==> src/rtl/mips_pkg.sv <==
// Shared definitions for the multi-cycle MIPS controller:
// state codes, opcodes and ALUOp encodings.
package mips_pkg;

    typedef enum logic [3:0] {
        FETCH   = 4'd0,
        DECODE  = 4'd1,
        MEMADR  = 4'd2,
        MEMRD   = 4'd3,
        MEMWB   = 4'd4,
        MEMWR   = 4'd5,
        EXECUTE = 4'd6,
        ALUWB   = 4'd7,
        BRANCH  = 4'd8,
        ADDIEX  = 4'd9,
        ADDIWB  = 4'd10,
        JUMP    = 4'd11,
        FAULT   = 4'd15
    } state_t;

    localparam logic [5:0] LW    = 6'b100011;
    localparam logic [5:0] SW    = 6'b101011;
    localparam logic [5:0] RTYPE = 6'b000000;
    localparam logic [5:0] BEQ   = 6'b000100;
    localparam logic [5:0] ADDI  = 6'b001000;
    localparam logic [5:0] J     = 6'b000010;

    localparam logic [1:0] ALUOP_ADD   = 2'b00;
    localparam logic [1:0] ALUOP_SUB   = 2'b01;
    localparam logic [1:0] ALUOP_FUNCT = 2'b10;

    // States that stall on the memory handshake.
    function automatic logic is_wait_state(state_t s);
        return (s == FETCH) || (s == MEMRD) || (s == MEMWR);
    endfunction

endpackage

==> src/rtl/mem_wait_timer.sv <==
// Counts consecutive stalled cycles and flags the last tolerated one.
module mem_wait_timer #(
    parameter int MEM_TIMEOUT = 16
) (
    input  logic clk_i,
    input  logic rst_i,
    input  logic clr_i,
    input  logic cnt_en_i,
    output logic expire_o
);
    localparam int CNT_W = (MEM_TIMEOUT > 1) ? $clog2(MEM_TIMEOUT) : 1;
    localparam logic [CNT_W-1:0] LAST = CNT_W'(MEM_TIMEOUT - 1);

    logic [CNT_W-1:0] cnt_q;

    // Stall counter: clear has priority so a completed access never counts.
    always_ff @(posedge clk_i or posedge rst_i) begin
        if (rst_i)
            cnt_q <= '0;
        else if (clr_i)
            cnt_q <= '0;
        else if (cnt_en_i)
            cnt_q <= cnt_q + 1'b1;
    end

    assign expire_o = cnt_en_i && (cnt_q == LAST);

endmodule

==> src/rtl/multi_cycle_ctrl.sv <==
// Multi-cycle MIPS control FSM with memory-stall timeout and fault trap.
module multi_cycle_ctrl
    import mips_pkg::*;
#(
    parameter int MEM_TIMEOUT = 16
) (
    input  logic       CLK,
    input  logic       reset,
    input  logic [5:0] Op,
    input  logic       Zero,
    input  logic       mem_ready,
    output logic       IorD,
    output logic       MemWrite,
    output logic       IRWrite,
    output logic       RegDst,
    output logic       MemtoReg,
    output logic       RegWrite,
    output logic       ALUSrcA,
    output logic [1:0] ALUSrcB,
    output logic [1:0] ALUOp,
    output logic [1:0] PCSrc,
    output logic       PCEn,
    output logic       retire,
    output logic       fault,
    output logic [3:0] state
);
    state_t state_q;
    logic   stall, tmo;

    // A stall cycle is a wait state with memory not ready; anything else
    // (ready, other state, or the trap itself) restarts the count.
    assign stall = is_wait_state(state_q) && !mem_ready;

    mem_wait_timer #(.MEM_TIMEOUT(MEM_TIMEOUT)) u_timer (
        .clk_i    (CLK),
        .rst_i    (reset),
        .clr_i    (!stall || tmo),
        .cnt_en_i (stall),
        .expire_o (tmo)
    );

    // State register and transitions; mem_ready wins over a same-cycle timeout.
    always_ff @(posedge CLK or posedge reset) begin
        if (reset) begin
            state_q <= FETCH;
        end else begin
            case (state_q)
                FETCH:   if (mem_ready) state_q <= DECODE;
                         else if (tmo) state_q <= FAULT;
                DECODE:
                    case (Op)
                        LW, SW:  state_q <= MEMADR;
                        RTYPE:   state_q <= EXECUTE;
                        BEQ:     state_q <= BRANCH;
                        ADDI:    state_q <= ADDIEX;
                        J:       state_q <= JUMP;
                        default: state_q <= FAULT;
                    endcase
                MEMADR:  state_q <= (Op == LW) ? MEMRD : MEMWR;
                MEMRD:   if (mem_ready) state_q <= MEMWB;
                         else if (tmo) state_q <= FAULT;
                MEMWR:   if (mem_ready) state_q <= FETCH;
                         else if (tmo) state_q <= FAULT;
                EXECUTE: state_q <= ALUWB;
                ADDIEX:  state_q <= ADDIWB;
                MEMWB, ALUWB, BRANCH, ADDIWB, JUMP: state_q <= FETCH;
                FAULT:   state_q <= FAULT;
                default: state_q <= FAULT;
            endcase
        end
    end

    // Moore output decode; handshake-qualified enables use mem_ready/Zero,
    // and all write/side-effect enables are held low during reset.
    always_comb begin
        IorD     = 1'b0;
        MemWrite = 1'b0;
        IRWrite  = 1'b0;
        RegDst   = 1'b0;
        MemtoReg = 1'b0;
        RegWrite = 1'b0;
        ALUSrcA  = 1'b0;
        ALUSrcB  = 2'b00;
        ALUOp    = ALUOP_ADD;
        PCSrc    = 2'b00;
        PCEn     = 1'b0;
        retire   = 1'b0;
        fault    = 1'b0;
        case (state_q)
            FETCH:   begin ALUSrcB = 2'b01; IRWrite = mem_ready; PCEn = mem_ready; end
            DECODE:  ALUSrcB = 2'b11;
            MEMADR:  begin ALUSrcA = 1'b1; ALUSrcB = 2'b10; end
            MEMRD:   IorD = 1'b1;
            MEMWB:   begin MemtoReg = 1'b1; RegWrite = 1'b1; retire = 1'b1; end
            MEMWR:   begin IorD = 1'b1; MemWrite = 1'b1; retire = mem_ready; end
            EXECUTE: begin ALUSrcA = 1'b1; ALUOp = ALUOP_FUNCT; end
            ALUWB:   begin RegDst = 1'b1; RegWrite = 1'b1; retire = 1'b1; end
            BRANCH:  begin
                ALUSrcA = 1'b1; ALUOp = ALUOP_SUB; PCSrc = 2'b01;
                PCEn = Zero; retire = 1'b1;
            end
            ADDIEX:  begin ALUSrcA = 1'b1; ALUSrcB = 2'b10; end
            ADDIWB:  begin RegWrite = 1'b1; retire = 1'b1; end
            JUMP:    begin PCSrc = 2'b10; PCEn = 1'b1; retire = 1'b1; end
            FAULT:   fault = 1'b1;
            default: fault = 1'b1;
        endcase
        if (reset) begin
            PCEn     = 1'b0;
            IRWrite  = 1'b0;
            MemWrite = 1'b0;
            RegWrite = 1'b0;
            retire   = 1'b0;
            fault    = 1'b0;
        end
    end

    assign state = state_q;

endmodule

==> config.mk <==
export PLATFORM = sky130hd
export DESIGN_NAME = multi_cycle_ctrl
export DESIGN_NICKNAME = d
export VERILOG_FILES = /design/src/rtl/mips_pkg.sv /design/src/rtl/mem_wait_timer.sv /design/src/rtl/multi_cycle_ctrl.sv
export SDC_FILE = /design/constraint.sdc
export NUM_CORES = 1
export LEC_CHECK = 0
export CORE_MARGIN = 5
export CORE_UTILIZATION = 47
export DETAILED_ROUTE_END_ITERATION = 16
export MAX_ROUTING_LAYER = met4
export PLACE_DENSITY = 0.89
export SETUP_SLACK_MARGIN = 0.1
export SLEW_MARGIN = 10
export SYNTH_ARGS = -nofsm -noshare
export SYNTH_HDL_FRONTEND = slang
export SYNTH_HIERARCHICAL = 1
export SYNTH_SLANG_ARGS = --single-unit
export TNS_END_PERCENT = 20
==> constraint.sdc <==
create_clock -name CLK -period 3.81 [get_ports CLK]
set_input_delay 0.762 -clock CLK [delete_from_list [all_inputs] [get_ports CLK]]
set_output_delay 0.762 -clock CLK [all_outputs]
set_load 0.05 [all_outputs]
==> flow_summary.ini <==
[outcome]
status = finished, final reports clean

[setup_path]
crit_slowest_cell = clkdlybuf4s50_1
worstPathMaxFanout = 9
worstSetupEndpointType = output pin
cp-startpoint = mem_ready
r2r-start = state[1]$_DFF_PP0_
r2r_slack_ns = 1.15
worstSetupPathType = in -> out
cp.required_ns = 3.05
worstPathArrival_ns = 2.74
slowest_delay_ns = 0.84
crit_buf_inv = 2
critPathLaunchType = primary input
cpLargestDelayFamily = buffers and inverters
crit_chain = clkdlybuf4s50_1 > nand2b_1 > a21oi_1 > a31oi_1 > nor3_1 > clkdlybuf4s50_1
cp-endpoint = PCEn
cp.depth = 6
cpMostUsedCell = clkdlybuf4s50_1
r2r_end = state[3]$_DFF_PP0_
r2r_cells = 9

[yosys]
syn_area_um2 = 857
syn-instance-count = 111
synth_xor_area_share_pct = 3.07
ys_seq_area_share_pct = 23.4
synth.distinct_cells = 44
ys_ff_latch = 8
yosysWarnings = 6
synth_fa_ha_area_share_pct = 2.63
synth_compound_area_share_pct = 24.4
synth_top_family_by_area = simple AND/OR/NAND/NOR gates
yosys.area.top_type_share_pct = 23.4
synthSimpleGateAreaFrac_pct = 33.0
synth_top_cell_by_area = dfrtp_1
syn-num-nets = 122
synth_area_leaders = dfrtp_1, nor2_1, a21oi_1
syn_avg_cell_area_um2 = 7.72
synthMuxAreaShare_pct = 4.09

[drt]
drtIter0Drc = 53
avgRoutedWirePerCell_um = 15.6
ant_nets = 0
drt-vias-per-instance = 5.99
dr.pass1.iters = 4
drt_wl_total_um = 2480
drc = 0
num_vias = 953

[floorplanning]
std_cell_rows = 15
die_w_um = 52.7
start_util_pct = 49.6
dieArea_um2 = 2780
dieHeight_um = 52.7
core_um2 = 1730
pin_count = 30

[finish]
stdcell_area_um2 = 1140
num-fill-cells = 152
num-nets-final = 147
drive_gt1_share_pct = 6.72
diodes = 0
area_delta_synth_final_pct = 33.6

[grt]
overflow = 0
grt_max_degree = 23
grt_pass1_wl_um = 4210
antenna_found_initial = 0
grt_pass1_vias = 869
grt_usage_pct = 21.1

[flow_run]
max_cap_viol_count = 0

[placement]
placed_cell_area_um2 = 1120
dpl.hpwl_um = 1900
port_buffers = 29
routabilityCongestion = 0.940

[cts]
clock_latency_ns = 0.26
cts_tree = yes
cts.hold.buffers_added = 0
cts_num_sinks = 8
cts_root_buf = clkbuf_4
cts_buffer_depth = 2
cts.clk_slew.worst_paths_ns = 0.05
cts_htree_levels = 1
cts.repair.resized = 0
postCtsSetupRepairBufs = 0
numCtsBuffers = 3

[timing]
slew_headroom_pct = 57.3
fmax_mhz = 286
rsz0062_at_grt = false
clock_skew_ns = 0.00607
finalCriticalPeriod_ns = 3.50
tns_ns = 0
slew_viol_final = 0
setup_violations = 0
worst_pin_slew_ns = 0.640
period_share_pct = 91.8
hold_violations = 0

[power_and_ir_drop]
p_per_area_nw_per_um2 = 900
leakage_nw = 0.443
ir_drop_v = 0.000540

[worst_hold_path]
hold_class = reg -> reg
==> worst min-delay path by stage <==
stage / from / depth (start not counted) / endpoint / slack, ns
3_3_place_gp: u_timer/cnt_q[1]$_DFFE_PP0P_ / 2 / u_timer/cnt_q[1]$_DFFE_PP0P_ / 0.59
3_5_place_dp: u_timer/cnt_q[0]$_DFFE_PP0P_ / 2 / u_timer/cnt_q[0]$_DFFE_PP0P_ / 0.64
5_1_grt: u_timer/cnt_q[0]$_DFFE_PP0P_ / 2 / u_timer/cnt_q[0]$_DFFE_PP0P_ / 0.68
2_1_floorplan: reset / 1 / u_timer/cnt_q[0]$_DFFE_PP0P_ / 0.53
4_1_cts: u_timer/cnt_q[0]$_DFFE_PP0P_ / 2 / u_timer/cnt_q[0]$_DFFE_PP0P_ / 0.65
6_report: u_timer/cnt_q[1]$_DFFE_PP0P_ / 2 / u_timer/cnt_q[1]$_DFFE_PP0P_ / 0.65
==> layout by cell type, fill, tap and decap left out, types with 2 or more instances in the layout <==
cell and instances:
clkdlybuf4s50_1 28, nor2_1 15, a21oi_1 10, dfrtp_1 8, nand2b_1 7, nor3_1 7, inv_1 5, nand3_1 4
nand2_1 4, a31oi_1 3, o21ai_0 3, clkbuf_4 3, o31ai_1 2, xor2_1 2, mux2i_1 2, and4_1 2
buf_4 2
==> metrics by stage <==
| stage | util, % | worst slack, ns | std cells | hold slack [ns] | total power [W] |
|---|---|---|---|---|---|
| floorplan | - | 0.128 | 111 | 0.528 | 0.000759 |
| global placement | 65.0 | 0.386 | 156 | 0.589 | 0.000942 |
| detailed placement | 65.0 | 0.329 | 156 | 0.638 | 0.000958 |
| CTS | 66.3 | 0.325 | 159 | 0.651 | 0.00103 |
| global route | 66.3 | 0.167 | 159 | 0.683 | 0.00109 |
| finish | 66.3 | 0.312 | 159 | 0.650 | 0.00103 |
==> cell families after synthesis <==
group | after synthesis
flip-flops | 8
XOR/XNOR | 3
buffers and inverters | 15
multiplexers | 3
AO/OA/AOI/OAI | 30
adder cells (fa/ha/maj) | 2
AND/OR/NAND/NOR | 50
==> sequential cells by signal (all words and copies together), names as in the netlist <==
| register | count |
|---|---|
| state | 4 |
| u_timer/cnt_q | 4 |
==> layout make-up <==
cell class	instances	area (um2)	area share (%)
Multi-Input combinational cell	88	577	50.4
Timing Repair Buffer	30	295	25.8
Sequential cell	8	200	17.5
Tap cell	25	31.3	2.73
Clock buffer	3	22.5	1.97
Inverter	5	18.8	1.64
==> layer usage <==
layer  vias up  routed length [um]  global-route usage [%]
met5         -                   0                       -
li1        457                   -                       -
met2        59                1260                    33.3
met4         0                   9                    6.38
met1       435                 995                    26.4
met3         2                 215                    5.13
==> worst register-to-register path: cells and delay by family (launching register included) <==
family | cells | cell delay (ns)
AOI/OAI and AO/OA | 4 | 0.87
DFF | 1 | 0.75
and+or+nand+nor | 3 | 0.51
xor gates and xnor gates | 1 | 0.23
buffers and inverters | 1 | 0.21
==> synthesized netlist by cell type <==
cell type,number
a311o_1,1
inv_1,5
a2111oi_2,1
o22a_1,1
a31oi_1,3
nor3b_1,1
and2_1,1
or2_1,1
nand2_1,4
o21bai_1,1
a21oi_1,10
o31ai_1,2
dfrtp_1,8
mux2_4,1
xnor2_1,1
or4_1,1
nor3_1,7
and4_1,2
a311oi_1,1
buf_4,3
ha_1,1
nand3_1,4
buf_2,5
o211ai_1,1
nor4_1,1
o21ai_0,3
a21bo_1,1
nand3b_1,1
xor2_1,2
a2111oi_0,2
clkbuf_1,1
a22oi_1,1
or4_4,1
nand2b_1,7
nor2_1,15
and3_1,1
buf_6,1
mux2i_1,2
a22o_1,1
nor2b_1,1
nand4_4,1
o2111ai_1,1
maj3_1,1
nor4b_1,1
==> where the power goes <==
group	internal (W)	total (W)	switching [W]	leakage [nW]
Sequential	0.000107	0.000217	0.000110	0.103
Clock	0.0000361	0.0000660	0.0000299	0.0138
Combinational	0.000263	0.000746	0.000483	0.326
(Power assumes the default switching activity.)
